**src/rtl/requant_writeback.sv**
```systemverilog
// Requantizes one PE-column partial-sum stream to QSIZE-bit activations and writes
// them to consecutive quant-buffer addresses through a fixed 3-stage pipeline.
module requant_writeback #(
    parameter int RSIZE  = 32,
    parameter int QSIZE  = 8,
    parameter int ADDR_W = 16
) (
    input  logic              clk,
    input  logic              rstn,
    input  logic              cmd_valid,
    input  logic [7:0]        cmd_command,
    input  logic [31:0]       cmd_data0,
    input  logic [31:0]       cmd_data1,
    input  logic              res_valid,
    input  logic [RSIZE-1:0]  res_data,
    output logic              wr_en,
    output logic [ADDR_W-1:0] wr_addr,
    output logic [QSIZE-1:0]  wr_data,
    output logic [3:0]        state,
    output logic              done
);
    typedef enum logic [3:0] {
        REQUANT_IDLE    = 4'd0,
        REQUANT_WORKING = 4'd1
    } state_t;

    localparam logic [7:0] ACCUM_CONV0        = 8'd1;
    localparam logic [7:0] ACCUM_CONV1        = 8'd2;
    localparam logic [7:0] ACCUM_CONV2        = 8'd3;
    localparam logic [7:0] ACCUM_CONV3        = 8'd4;
    localparam logic [7:0] ACCUM_CONV_LAYERID = 8'd7;
    localparam logic [5:0] S_MAX              = 6'd47;
    localparam logic signed [49:0] Q_MAX = (50'sd1 <<< (QSIZE - 1)) - 50'sd1;
    localparam logic signed [49:0] Q_MIN = -(50'sd1 <<< (QSIZE - 1));

    state_t                    state_q;
    logic [ADDR_W-1:0]         base_q;
    logic [ADDR_W:0]           count_q;
    logic [ADDR_W:0]           acc_cnt;
    logic signed [15:0]        m_q;
    logic [5:0]                s_q;
    logic signed [7:0]         zp_q;
    logic                      act_q;
    logic signed [31:0]        bias_q;

    logic                      s1_v;
    logic signed [31:0]        s1_t;
    logic [ADDR_W-1:0]         s1_addr;
    logic                      s2_v;
    logic signed [47:0]        s2_p;
    logic [ADDR_W-1:0]         s2_addr;

    logic                      accept;
    logic signed [32:0]        sum1;
    logic signed [31:0]        t1;
    logic signed [48:0]        half;
    logic signed [48:0]        shifted;
    logic signed [48:0]        relu;
    logic signed [49:0]        v;
    logic [QSIZE-1:0]          q;
    logic                      unused_cmd_bits;

    assign unused_cmd_bits = ^cmd_data1[31:ADDR_W+1];
    assign state  = state_q;
    assign accept = (state_q == REQUANT_WORKING) && res_valid && (acc_cnt < count_q);

    // Stage 1 input: bias add in 33 bits, saturated back to 32.
    always_comb begin
        sum1 = 33'(signed'(res_data)) + 33'(bias_q);
        if (sum1[32] != sum1[31]) begin
            t1 = sum1[32] ? {1'b1, 31'd0} : {1'b0, {31{1'b1}}};
        end else begin
            t1 = sum1[31:0];
        end
    end

    // Stage 3 input: 49 bits leave headroom for the rounding add on the extreme product.
    always_comb begin
        half    = (s_q == 6'd0) ? '0 : (49'sd1 <<< (s_q - 6'd1));
        shifted = (49'(s2_p) + half) >>> s_q;
        relu    = (act_q && shifted[48]) ? '0 : shifted;
        v       = 50'(relu) + 50'(zp_q);
        if (v > Q_MAX) begin
            q = Q_MAX[QSIZE-1:0];
        end else if (v < Q_MIN) begin
            q = Q_MIN[QSIZE-1:0];
        end else begin
            q = v[QSIZE-1:0];
        end
    end

    always_ff @(posedge clk) begin
        // NOTE: the synchronous reset clears config and every pipeline valid, so a
        // result in flight when reset arrives can never produce a later write.
        if (!rstn) begin
            state_q <= REQUANT_IDLE;
            base_q  <= '0;
            count_q <= '0;
            m_q     <= 16'sd1;
            s_q     <= '0;
            zp_q    <= '0;
            act_q   <= 1'b0;
            bias_q  <= '0;
            acc_cnt <= '0;
            s1_v    <= 1'b0;
            s1_t    <= '0;
            s1_addr <= '0;
            s2_v    <= 1'b0;
            s2_p    <= '0;
            s2_addr <= '0;
            wr_en   <= 1'b0;
            wr_addr <= '0;
            wr_data <= '0;
            done    <= 1'b0;
        end else begin
            done  <= 1'b0;
            s1_v  <= accept;
            s2_v  <= s1_v;
            wr_en <= s2_v;
            if (accept) begin
                s1_t    <= t1;
                s1_addr <= base_q + acc_cnt[ADDR_W-1:0];
                acc_cnt <= acc_cnt + {{ADDR_W{1'b0}}, 1'b1};
            end
            s2_p    <= 48'(s1_t) * 48'(m_q);
            s2_addr <= s1_addr;
            if (s2_v) begin
                wr_addr <= s2_addr;
                wr_data <= q;
            end

            case (state_q)
                REQUANT_IDLE: begin
                    if (cmd_valid) begin
                        case (cmd_command)
                            ACCUM_CONV0: begin
                                base_q  <= cmd_data0[ADDR_W-1:0];
                                count_q <= cmd_data1[ADDR_W:0];
                            end
                            ACCUM_CONV1: begin
                                m_q <= cmd_data0[15:0];
                                s_q <= (cmd_data1[5:0] > S_MAX) ? S_MAX : cmd_data1[5:0];
                            end
                            ACCUM_CONV2: begin
                                zp_q  <= cmd_data0[7:0];
                                act_q <= cmd_data1[0];
                            end
                            ACCUM_CONV3: bias_q <= cmd_data0;
                            ACCUM_CONV_LAYERID: begin
                                acc_cnt <= '0;
                                // An empty run completes immediately without leaving IDLE.
                                if (count_q == '0) begin
                                    done <= 1'b1;
                                end else begin
                                    state_q <= REQUANT_WORKING;
                                end
                            end
                            default: ;
                        endcase
                    end
                end
                REQUANT_WORKING: begin
                    if ((acc_cnt == count_q) && !s1_v && !s2_v) begin
                        done    <= 1'b1;
                        state_q <= REQUANT_IDLE;
                    end
                end
                default: state_q <= REQUANT_IDLE;
            endcase
        end
    end
endmodule

```
**config.mk**
```make
export PLATFORM = sky130hd
export DESIGN_NAME = requant_writeback
export DESIGN_NICKNAME = d
export VERILOG_FILES = /design/src/rtl/requant_writeback.sv
export SDC_FILE = /design/constraint.sdc
export NUM_CORES = 2
export LEC_CHECK = 0
export ABC_AREA = 1
export BUFFER_PORTS_ARGS = -buffer_cell sky130_fd_sc_hd__buf_2
export CAP_MARGIN = 20
export CORE_MARGIN = 4
export CORE_UTILIZATION = 32
export CTS_CLUSTER_DIAMETER = 60
export CTS_CLUSTER_SIZE = 25
export DETAILED_ROUTE_END_ITERATION = 8
export SLEW_MARGIN = 20
export SYNTH_ARGS = -nofsm -noshare
export SYNTH_HDL_FRONTEND = slang
export SYNTH_SLANG_ARGS = --single-unit
```
**constraint.sdc**
```tcl
create_clock -name clk -period 6.2 [get_ports clk]
set_clock_uncertainty 0.1 [all_clocks]
set_input_delay 1.24 -clock clk [delete_from_list [all_inputs] [get_ports clk]]
set_output_delay 1.24 -clock clk [all_outputs]
set_load 0.02 [all_outputs]
```
==> results.yml <==
run_status:
  status: "complete, but fails checks"
  violations: "setup timing"
floorplan:
  die_h_um: 374
  start_util_pct: 32.2
  core.rowCount: 134
  core-area_sq_um: 133000
  ios: 138
  die_w_um: 374
  die_area_sq_um: 140000
global_routing:
  grtUsageTotal_pct: 20.6
  grt_use_met3_pct: 1.68
  use_met2_pct: 34.7
  grt_pass1_vias: 42900
  grt_max_degree: 82
  grtUsageMet1_pct: 28.2
  top_usage_layer: "met2"
  gr-total-overflow: 0
  grt_first_pass_wirelength_mm: 233
  grt_antenna_before_repair: 1
power:
  power.share.clock_pct: 47.5
  power.total_w: 0.00367
  p_sw_share_pct: 28.2
  leakagePower_nw: 29.0
  pwr-share-seq_pct: 44.5
  peakVddDrop_uv: 232
  pwr-share-comb_pct: 8.0
  intPower_w: 0.00263
  power_density_nw_per_um2: 64.5
  power_switching_w: 0.00103
placement:
  port_buffers: 119
  post_dp_cell_area_sq_um: 50000
  dp_hpwl_mm: 126
  gp_congestion: 0.957
synthesis:
  synth-seq-cells: 254
  yosysWarnings: 0
  async_reset_ff_share_pct: 0
  yosysTopAreaCellShare_pct: 22.9
  syn_area_sq_um: 42900
  ys.flop_type: "dfxtp_1"
  synth.area.top_cells: "fa_1 23%, nand2_1 16%, inv_1 12%, dfxtp_1 12%, ha_1 8.1%"
  synth_edf_count: 0
  syn_area_per_cell_sq_um: 6.47
  yosys.area.top_type: "fa_1"
  yosysSeqAreaShare_pct: 11.9
  post_synth_num_cell_types: 60
  synth_cells: 6622
detailed_routing:
  ant_nets: 0
  vias: 43900
  drc_errors: 0
  avgRoutedWirePerCell_um: 16.8
  viasPerCell: 4.84
  dr.first_iter.drc_count: 2805
  firstDrtPassIters: 6
  routed_wl_mm: 153
timing:
  rsz0062_at_grt: "true"
  fin_crit_sh_pct: 100
  relSlewSlack_pct: 26.5
  setup_slack_ns: -0.0171
  tightest_slew_ns: 1.10
  finalHoldViolCount: 0
  setup_viol: 1
  period_minus_slack_ns: 6.22
  drv_slew: 0
  fmax_ghz: 0.161
cts:
  clock_path_buffers: 3
  cts_tree: "done"
  clkTransAtPathRegs_ns: 0.08
  cts_hold_buf: 0
  cts.sinks: 254
  htree_num_levels: 1
  cts_buffers: 28
  clkLatencyLatePin_ns: 0.61
  root_buffer: "clkbuf_16"
final_layout:
  nNetsFinal: 8150
  stdcell_area_sq_um: 56800
  multi_input_area_sq_um: 36200
  nFillCells: 13800
  seq_area_sq_um: 5140
  drive_gt1_share_pct: 28.7
  syn_to_final_growth_pct: 32.4
  mostFrequentLayoutCells: "1564 x nand2_1, 1367 x inv_1, 700 x buf_4"
  final_common_cell: "nand2_1"
critical_path:
  crit_arrival_ns: 6.63
  r2r-start: "s_q[0]"
  path_common_cell: "nand2_1"
  required_ns: 6.62
  end_kind: "register"
  r2r-end: "wr_data[5]"
  r2r_setup_slack_ns: -0.02
  critPathLaunchType: "register"
  r2r_cells: 49
  critical_path_class: "reg -> reg"
  cpMaxStageDelayCell: "fa_2"
  critPathMaxFanout: 7
  cpPeakStageDelay_ns: 0.36
hold_path:
  min-delay-start: "s1_v"
  holdCritPathClass: "reg -> reg"
  whs_path_depth: 2
  whs_endpoint: "s2_v"
flow_run:
  max_cap_violations: 0
==> logic make-up (layout without fill, tap and decap cells) <==
| family | after synthesis | count (layout) | synth area share [%] |
|---|---|---|---|
| simple gates | 3048 | 3048 | 30.3 |
| buf+inv | 1698 | 2371 | 15.1 |
| fa+ha+maj | 766 | 766 | 30.9 |
| compound gates | 760 | 760 | 9.87 |
| flops | 254 | 254 | 11.9 |
| xor+xnor | 94 | 94 | 1.96 |
| other cells | 1 | 4 | 0.00875 |
| mux | 1 | 1 | 0.0233 |
==> layer usage <==
layer | wire length (um) | vias up
met5 | 0 | -
met4 | 5950 | 0
met3 | 8360 | 293
met2 | 71000 | 1274
met1 | 67400 | 20800
li1 | - | 21500
==> cell type report <==
type | count | share of cell area [%]
Clock buffer | 33 | 1.28
Inverter | 1443 | 9.59
Tap cell | 1768 | 3.90
Sequential cell | 254 | 9.05
Antenna cell | 1 | 0.00441
Clock inverter | 18 | 0.419
Multi-Input combinational cell | 4672 | 63.8
Timing Repair Buffer | 877 | 12.0
==> per-stage QoR <==
step                      std cells  utilization, %  setup slack [ns]  TNS [ns]  hold WS [ns]
after floorplan                6624               -            0.0835         0         0.301
after detailed placement       8930            37.5            -0.686     -6.54         0.314
final                          9066            42.6           -0.0171   -0.0171         0.319
after CTS                      9000            39.2          -0.00864  -0.00864         0.326
after global placement         8930            37.5            -0.629     -5.50         0.310
after global routing           9066            42.6            -0.416     -3.34         0.343
==> sequential cells by signal (all words and copies together), names as in the netlist <==
register,cells
count_q,17
s2_v,1
s1_v,1
base_q,16
s2_addr,16
s_q,6
wr_en,1
zp_q,8
s1_t,32
s2_p,48
bias_q,32
state,1
m_q,16
s1_addr,16
wr_data,8
act_q,1
acc_cnt,17
wr_addr,16
done,1
==> power groups by stage <==
stage	logic [W]	clock network, W	registers, W
final	0.000293	0.00174	0.00163
after global routing	0.000316	0.00184	0.00163
after CTS	0.000271	0.00178	0.00163
after detailed placement	0.000262	0	0.00167
after global placement	0.000262	0	0.00167
after floorplan	0.000137	0	0.00167
==> cell usage after synthesis, drive strengths merged (14+ instances only) <==
cell type,count
a21oi,395
a211oi,15
fa,490
o21ai,239
dfxtp,254
nor3,69
nor2,468
nand3,490
o21a,25
nor4,20
ha,276
nand3b,23
xnor2,39
inv,1437
nand4,62
or2,36
xor2,55
o21bai,14
buf,54
a31oi,36
clkbuf,201
nand2,1866
==> critical path, delay by kind of cell (launching register included) <==
family          cells  cell delay, ns
compound gates      3            0.41
fa+ha+maj           3            0.85
buf+inv             9            0.95
flops               1            0.32
simple gates       34            3.51
==> how the worst max path moves through the flow <==
| stage | start | endpoint | slack [ns] |
|---|---|---|---|
| floorplan | s1_t[7] | s2_p[44] | 0.08 |
| global placement | s_q[0] | wr_data[5] | -0.63 |
| detailed placement | s_q[0] | wr_data[4] | -0.69 |
| CTS | s_q[2] | wr_data[1] | -0.009 |
| global route | s_q[1] | wr_data[5] | -0.42 |
| finish | s_q[0] | wr_data[5] | -0.02 |
==> what timing repair did <==
item	in CTS	in global routing
cloned	1	2
endpoints found under the setup margin	20	35
gates resized for setup	255	992
setup buffers	18	65
pin swaps	69	366
(Power assumes the default switching activity.)
